--- src/rtl/brick_pkg.sv ---
// Shared constants and types for the keyboard front end
// and the paddle command interface.
package brick_pkg;

  localparam logic [7:0] SC_EXT   = 8'hE0;
  localparam logic [7:0] SC_BRK   = 8'hF0;
  localparam logic [7:0] SC_LEFT  = 8'h6B;
  localparam logic [7:0] SC_RIGHT = 8'h74;
  localparam logic [7:0] SC_A     = 8'h1C;
  localparam logic [7:0] SC_D     = 8'h23;
  localparam logic [7:0] SC_SPACE = 8'h29;

  localparam logic [7:0] CMD_RIGHT = 8'h00;
  localparam logic [7:0] CMD_LEFT  = 8'h01;

  typedef enum logic [1:0] {
    IDLE,
    BRK,
    EXT,
    EXT_BRK
  } kbd_state_e;

  typedef struct packed {
    logic space;
    logic right;
    logic left;
  } keys_t;

  function automatic keys_t key_map(
    input logic       ext,
    input logic [7:0] code
  );
    keys_t k;
    k.left  = ext ? (code == SC_LEFT) : (code == SC_A);
    k.right = ext ? (code == SC_RIGHT) : (code == SC_D);
    k.space = !ext && (code == SC_SPACE);
    return k;
  endfunction

endpackage

--- src/rtl/ps2_paddle_keys_if.sv ---
// Keyboard pins in, paddle command pair and status pulses out.
interface ps2_paddle_keys_if;

  logic       ps2_clk;
  logic       ps2_dat;
  logic [7:0] out;
  logic       outEnable;
  logic       launch;
  logic       frame_error;

  modport master (
    input  ps2_clk, ps2_dat,
    output out, outEnable, launch, frame_error
  );

  modport slave (
    output ps2_clk, ps2_dat,
    input  out, outEnable, launch, frame_error
  );

endinterface

--- src/rtl/ps2_rx.sv ---
// PS/2 receiver: sync, clock glitch filter, 11-bit framing,
// odd parity check and partial-frame timeout.
module ps2_rx #(
  parameter int FILTER_LEN = 4,
  parameter int TIMEOUT    = 100000
) (
  input  logic       clock,
  input  logic       reset,
  input  logic       ps2_clk,
  input  logic       ps2_dat,
  output logic       byte_valid,
  output logic [7:0] byte_data,
  output logic       frame_error
);

  localparam int FW = $clog2(FILTER_LEN + 1);
  localparam int TW = $clog2(TIMEOUT + 1);

  logic [1:0]    clk_s;
  logic [1:0]    dat_s;
  logic          filt;
  logic          filt_d;
  logic [FW-1:0] f_cnt;
  logic [3:0]    bit_cnt;
  logic [9:0]    sh;
  logic [TW-1:0] to_cnt;
  logic          fall;
  logic          good;

  assign fall = filt_d & ~filt;
  // sh[0] = start, sh[8:1] = data, sh[9] = parity
  assign good = ~sh[0] & dat_s[1] & (^sh[9:1]);

  always_ff @(posedge clock) begin
    if (reset) begin
      clk_s       <= 2'b11;
      dat_s       <= 2'b11;
      filt        <= 1'b1;
      filt_d      <= 1'b1;
      f_cnt       <= '0;
      bit_cnt     <= '0;
      sh          <= '0;
      to_cnt      <= '0;
      byte_valid  <= 1'b0;
      byte_data   <= '0;
      frame_error <= 1'b0;
    end else begin
      clk_s       <= {clk_s[0], ps2_clk};
      dat_s       <= {dat_s[0], ps2_dat};
      filt_d      <= filt;
      byte_valid  <= 1'b0;
      frame_error <= 1'b0;

      if (clk_s[1] == filt) begin
        f_cnt <= '0;
      end else if (f_cnt == FW'(FILTER_LEN - 1)) begin
        filt  <= clk_s[1];
        f_cnt <= '0;
      end else begin
        f_cnt <= f_cnt + FW'(1);
      end

      if (fall) begin
        to_cnt <= '0;
        if (bit_cnt == 4'd10) begin
          bit_cnt <= '0;
          if (good) begin
            byte_valid <= 1'b1;
            byte_data  <= sh[8:1];
          end else begin
            frame_error <= 1'b1;
          end
        end else begin
          bit_cnt <= bit_cnt + 4'd1;
          sh      <= {dat_s[1], sh[9:1]};
        end
      end else if (bit_cnt != 4'd0) begin
        if (to_cnt == TW'(TIMEOUT)) begin
          bit_cnt     <= '0;
          to_cnt      <= '0;
          frame_error <= 1'b1;
        end else begin
          to_cnt <= to_cnt + TW'(1);
        end
      end
    end
  end

endmodule

--- src/rtl/ps2_paddle_keys.sv ---
// Scancode decoder: make/break FSM, held-key flags and
// registered paddle command outputs.
module ps2_paddle_keys
  import brick_pkg::*;
#(
  parameter int FILTER_LEN = 4,
  parameter int TIMEOUT    = 100000
) (
  input logic              clock,
  input logic              reset,
  ps2_paddle_keys_if.master bus
);

  logic       byte_valid;
  logic [7:0] byte_data;
  logic       rx_err;

  ps2_rx #(
    .FILTER_LEN(FILTER_LEN),
    .TIMEOUT   (TIMEOUT)
  ) u_rx (
    .clock      (clock),
    .reset      (reset),
    .ps2_clk    (bus.ps2_clk),
    .ps2_dat    (bus.ps2_dat),
    .byte_valid (byte_valid),
    .byte_data  (byte_data),
    .frame_error(rx_err)
  );

  kbd_state_e state;
  logic       left_held;
  logic       right_held;
  logic       space_held;
  logic       launch_req;
  logic [7:0] cmd;
  logic       cmd_en;
  logic       launch_q;
  logic       ext;
  logic       pfx;
  logic       make;
  logic       brk;
  keys_t      key;

  assign ext  = (state == EXT) || (state == EXT_BRK);
  assign key  = key_map(ext, byte_data);
  assign pfx  = (byte_data == SC_EXT) || (byte_data == SC_BRK);
  assign make = byte_valid &&
                ((state == IDLE && !pfx) ||
                 (state == EXT && byte_data != SC_BRK));
  assign brk  = byte_valid &&
                (state == BRK || state == EXT_BRK);

  always_ff @(posedge clock) begin
    if (reset) begin
      state      <= IDLE;
      left_held  <= 1'b0;
      right_held <= 1'b0;
      space_held <= 1'b0;
      launch_req <= 1'b0;
      cmd        <= CMD_RIGHT;
      cmd_en     <= 1'b0;
      launch_q   <= 1'b0;
    end else begin
      launch_req <= 1'b0;
      if (make) begin
        left_held  <= left_held | key.left;
        right_held <= right_held | key.right;
        space_held <= space_held | key.space;
        // typematic repeats of space must not relaunch
        launch_req <= key.space & ~space_held;
      end
      if (brk) begin
        left_held  <= left_held & ~key.left;
        right_held <= right_held & ~key.right;
        space_held <= space_held & ~key.space;
      end
      if (byte_valid) begin
        unique case (state)
          IDLE: begin
            if (byte_data == SC_EXT)
              state <= EXT;
            else if (byte_data == SC_BRK)
              state <= BRK;
          end
          EXT: begin
            if (byte_data == SC_BRK)
              state <= EXT_BRK;
            else
              state <= IDLE;
          end
          BRK:     state <= IDLE;
          EXT_BRK: state <= IDLE;
        endcase
      end
      launch_q <= launch_req;
      cmd_en   <= left_held ^ right_held;
      if (left_held && !right_held)
        cmd <= CMD_LEFT;
      else
        cmd <= CMD_RIGHT;
    end
  end

  assign bus.out         = cmd;
  assign bus.outEnable   = cmd_en;
  assign bus.launch      = launch_q;
  assign bus.frame_error = rx_err;

endmodule

--- src/flat_wrapper.sv ---
// flat-port wrapper written by rule: the top's interface ports become plain ports
module ps2_paddle_keys_flat import brick_pkg::*;
#(
  parameter int FILTER_LEN = 4,
  parameter int TIMEOUT    = 100000
)
  (clock, reset, bus_ps2_clk, bus_ps2_dat, bus_out, bus_outEnable, bus_launch, bus_frame_error);
  ps2_paddle_keys_if bus_i ();
  input logic clock;
  input logic reset;
  input wire logic [$bits(bus_i.ps2_clk)-1:0] bus_ps2_clk;
  input wire logic [$bits(bus_i.ps2_dat)-1:0] bus_ps2_dat;
  output wire logic [$bits(bus_i.out)-1:0] bus_out;
  output wire logic [$bits(bus_i.outEnable)-1:0] bus_outEnable;
  output wire logic [$bits(bus_i.launch)-1:0] bus_launch;
  output wire logic [$bits(bus_i.frame_error)-1:0] bus_frame_error;
  assign bus_i.ps2_clk = bus_ps2_clk;
  assign bus_i.ps2_dat = bus_ps2_dat;
  assign bus_out = bus_i.out;
  assign bus_outEnable = bus_i.outEnable;
  assign bus_launch = bus_i.launch;
  assign bus_frame_error = bus_i.frame_error;
  ps2_paddle_keys #(.FILTER_LEN(FILTER_LEN), .TIMEOUT(TIMEOUT)) u_core (.clock(clock), .reset(reset), .bus(bus_i));
endmodule
--- config.mk ---
export PLATFORM = sky130hd
export DESIGN_NAME = ps2_paddle_keys_flat
export DESIGN_NICKNAME = d
export VERILOG_FILES = /design/src/rtl/brick_pkg.sv /design/src/rtl/ps2_paddle_keys_if.sv /design/src/rtl/ps2_rx.sv /design/src/rtl/ps2_paddle_keys.sv /design/src/flat_wrapper.sv
export SDC_FILE = /design/constraint.sdc
export NUM_CORES = 1
export LEC_CHECK = 0
export ABC_CLOCK_PERIOD_IN_PS = 2100
export BUFFER_PORTS_ARGS = -buffer_cell sky130_fd_sc_hd__clkbuf_2
export CORE_UTILIZATION = 30
export DETAILED_ROUTE_END_ITERATION = 8
export GPL_TIMING_DRIVEN = 0
export PLACE_DENSITY_LB_ADDON = 0.25
export SLEW_MARGIN = 20
export SYNTH_ARGS = -nofsm -noshare
export SYNTH_HDL_FRONTEND = slang
export SYNTH_SLANG_ARGS = --single-unit
--- constraint.sdc ---
create_clock -name clock -period 2.1 [get_ports clock]
set_clock_uncertainty 0.2 [all_clocks]
set_input_delay 0.105 -clock clock [delete_from_list [all_inputs] [get_ports clock]]
set_output_delay 0.105 -clock clock [all_outputs]
set_load 0.02 [all_outputs]
==> results.md <==
- The relative contribution of sequential cells to total power is 0.508.
- The setup slack after layout is 98.8 ps.
- For this run the aggregate overflow at the end of global routing stands at 0.
- The worst path arrival time is 2000 ps.
- The count of nets left with antenna violations once routing finished came out at 0.
- The global-route wire length before repair is 9230 um.
- The placed standard-cell area is 2970 um^2.
- The number of flops mapped to enable cells by yosys is 0.
- The total of endpoints with negative setup slack in the final report is 0.
- The area share of the leading cell type in the synthesized netlist is 0.425.
- Along the worst hold path, the cell count comes to 1.
- The number of placement rows is 34.
- The element type at the critical path start is a flip-flop.
- The post-route clock period utilization is 0.953.
- The flow ran to the end, and the final reports show no timing, DRC or antenna violations.
- The number of pins exceeding their max-slew limit in the final report was 0.
- The DRC violations left is 0.
- The switching portion of total power is 0.221.
- For this configuration, the core starts out at a cell density of 0.314.
- The normalized max-slew margin is 0.618.
- In the synthesized netlist, the number of instances is 309.
- The final instance area is 3300 um^2.
- Clock-pin slew was measured on the worst setup and hold paths at 70 ps.
- The worst setup path is captured at a flip-flop.
- Wires add up to 5330 um.
- Of the total power, combinational logic draws 0.030.
- Entering global routing, the biggest net connects 11 pins.
- The relative contribution of the clock network to total power is 0.462.
- The library cell with the largest summed area after synthesis is dfxtp_1.
- The synthesized netlist contains 51 unique library cells.
- The count of inserted antenna diode cells is 0.
- Measured on the finished design, the core utilization comes to 0.373.
- The sum of net half-perimeters after detailed placement is 3770 um.
- Total power for the finished layout comes to 0.00221 W.
- A synthesized cell averages 8.99 um^2.
- The internal power component is 0.00172 W.
- For this run, asynchronously set or reset flops after synthesis account for 0.
- In this run the horizontal extent of the chip is 98.2 um.
- Counting flops and latches in the post-synthesis netlist gives 59.
- The number of cells on the worst reg-to-reg path is 5.
- The net switching power of the design is 0.000489 W.
- The largest fanout of any net on the critical path is 10.
- After detailed routing, the average wire length per cell comes to 11.8 um.
- The number of hold violations in the final report is 0.
- Sorting the synthesized cells by area gives the leading types as dfxtp_1 43%, nor2_1 6.4%, xnor2_1 5.4%.
- The dominant register cell in the synthesized netlist is dfxtp_1.
- The net count of the finished layout is 351.
- The critical path data required time is 2100 ps.
- The number of antenna violations at the first check in global routing was 0.
- The I/O pin count is 15.
- The leakage power total is 1.25 nW.
- The Yosys step of the flow raised 0 warnings.
- The H-tree generated during clock tree synthesis spans 3 levels.
- The area inside the core boundary is 8850 um^2.
- Before antenna repair, the detailed router went through 6 iterations.
- The y dimension of the die is 98.2 um.
- TritonCTS built the clock tree.
- The overall routing resource usage is 0.121.
- Fill cells in the final layout number 906.
- The worst-margin pin slew is 570 ps.
- The via count of the routed design is 2106.
- The post-layout minimum cycle time is 2000 ps.
- The clock root buffer master is clkbuf_8.
- Setup repair after global routing could not meet its margin everywhere.
- Based on the critical path, the design can be clocked at up to 500 MHz.
- The worst register-to-register path begins at u_core.u_rx.sh[2].
- The final weighted congestion of routability-driven global placement is 0.794.
- Setup total negative slack on the finished layout was measured at 0 ps.
- The share of cells above drive strength 1 is 0.186.
- The TritonCTS buffer count is 9.
- The critical path is of the flip-flop to flip-flop type.
- The critical path startpoint is u_core.u_rx.sh[2].
- The number of global-route vias before repair is 1931.
- The power per cell area is 669 nW/um^2.
- The buffer depth of the longest clock path is 2.
- In the routed layout, each cell is associated on average with a via count of 4.66.
- The total of max-cap violations is 0.
- The worst setup slack after placement is -142 ps.
- The area of the die is 9650 um^2.
- The highest ir drop seen on vdd is 349 uV.
- CTS saw 59 sinks.
- The starting DRC count in detailed routing is 120.
- During placement, the flow inserted port buffers numbering 7.
- The area overhead of the layout relative to synthesis is 19.0%.
- The worst hold path begins at u_core.u_rx.clk_s[0].
- The class of the most critical hold timing path is flip-flop to flip-flop.
- For this run, the register share of the synthesized area comes to 0.425.
- The clock latency on the worst-skew pair is 330 ps.
- The mapped cell area is 2780 um^2.
[registers in the layout (all words and copies together) (netlist names), named ones only]
name / flops
u_core.u_rx.to_cnt: 17
u_core.u_rx.sh: 10
u_core.u_rx.byte_data: 8
u_core.u_rx.bit_cnt: 4
u_core.u_rx.f_cnt: 3
u_core.state: 2
u_core.u_rx.clk_s: 2
u_core.u_rx.dat_s: 2
u_core.bus.launch: 1
u_core.bus.outEnable: 1
u_core.bus.out: 1
u_core.launch_req: 1
u_core.u_rx.byte_valid: 1
u_core.u_rx.filt: 1
u_core.u_rx.filt_d: 1
u_core.u_rx.frame_error: 1
[cells in the final DEF (no fill, tap or decap), types with 5 or more instances in the layout]
cell type / n
buf_4: 11
nand2_1: 14
clkbuf_1: 7
nor3_1: 7
nand4_1: 14
nor2_1: 47
clkbuf_2: 7
nand3_1: 7
a21oi_1: 18
o31ai_1: 8
dfxtp_1: 54
nor2b_1: 8
dfxtp_2: 5
xnor2_1: 16
ha_1: 8
inv_1: 12
conb_1: 7
xor2_1: 5
clkbuf_8: 10
mux2i_1: 11
or2_2: 6
nand2b_1: 7
[worst max-delay path, cell delays in order (launching register included)]
cell	delay (ps)
dfxtp_2	340
xnor2_1	170
xnor3_2	550
xnor2_4	220
o31ai_1	280
a21oi_1	100
[what timing repair did]
| action | 4_1_cts | 5_1_grt |
|---|---|---|
| resized for setup | 2 | 20 |
| setup endpoints to repair | 16 | 30 |
| endpoints found under the hold margin | 6 | 0 |
| setup buffers | 0 | 4 |
| hold buffers | 3 | 0 |
| pin swaps | 1 | 4 |
[power groups by stage]
| stage | combinational [W] | sequential, W | clock (W) |
|---|---|---|---|
| 2_1_floorplan | 0.0000464 | 0.00115 | 0 |
| 3_3_place_gp | 0.0000599 | 0.00115 | 0 |
| 3_5_place_dp | 0.0000601 | 0.00115 | 0 |
| 4_1_cts | 0.0000646 | 0.00112 | 0.00105 |
| 5_1_grt | 0.0000727 | 0.00112 | 0.00111 |
| 6_report | 0.0000661 | 0.00112 | 0.00102 |
[cells in the mapped netlist (8+ instances only)]
cell type and count:
ha_1 8, mux2i_1 11, nand4_1 14, dfxtp_1 59, nor2_1 47, nor2b_1 8
nand2_1 14, o31ai_1 8, nor3_1 8, a21oi_1 19, inv_1 12, xnor2_1 17
nand3_1 8
[per-layer routing]
metal | routed length (um) | vias to the layer above | GRT usage
met3 | 190 | 8 | 0.0379
met1 | 2770 | 953 | 0.163
li1 | - | 1112 | -
met2 | 2300 | 33 | 0.180
met5 | 0 | - | 0
met4 | 69 | 0 | 0.0448
[logic make-up after synthesis]
logic type | after synthesis | share of synthesized area
and+or+nand+nor | 134 | 0.255
DFF | 59 | 0.425
AOI/OAI and AO/OA | 39 | 0.0883
buffers and inverters | 31 | 0.0554
xor gates and xnor gates | 26 | 0.0996
muxes | 11 | 0.0396
adders and majority gates | 8 | 0.0360
other | 1 | 0.00135
[cell type report]
type / instances / area [um^2] / area share
Inverter: 12 / 45.0 / 0.0136
Clock inverter: 5 / 52.6 / 0.0159
Clock buffer: 11 / 141 / 0.0428
Sequential cell: 59 / 1190 / 0.359
Buffer: 18 / 115 / 0.0348
Tap cell: 108 / 135 / 0.0409
Multi-Input combinational cell: 225 / 1530 / 0.464
Timing Repair Buffer: 14 / 95.1 / 0.0288
[per-stage QoR]
stage	hold WS [ps]	cells
floorplan	8.81	315
global placement	87.9	430
detailed placement	89.7	430
CTS	208	449
global route	226	452
finish	206	452
[final timing paths]
check	endpoint	slack, ps
worst max-delay path	u_core.u_rx.byte_data[0]	100
worst min-delay path	u_core.u_rx.clk_s[1]	210
worst max register to register	u_core.u_rx.byte_data[0]	100
worst min register to register	u_core.u_rx.clk_s[1]	210
Note: power is estimated with default switching activity, not from simulation.
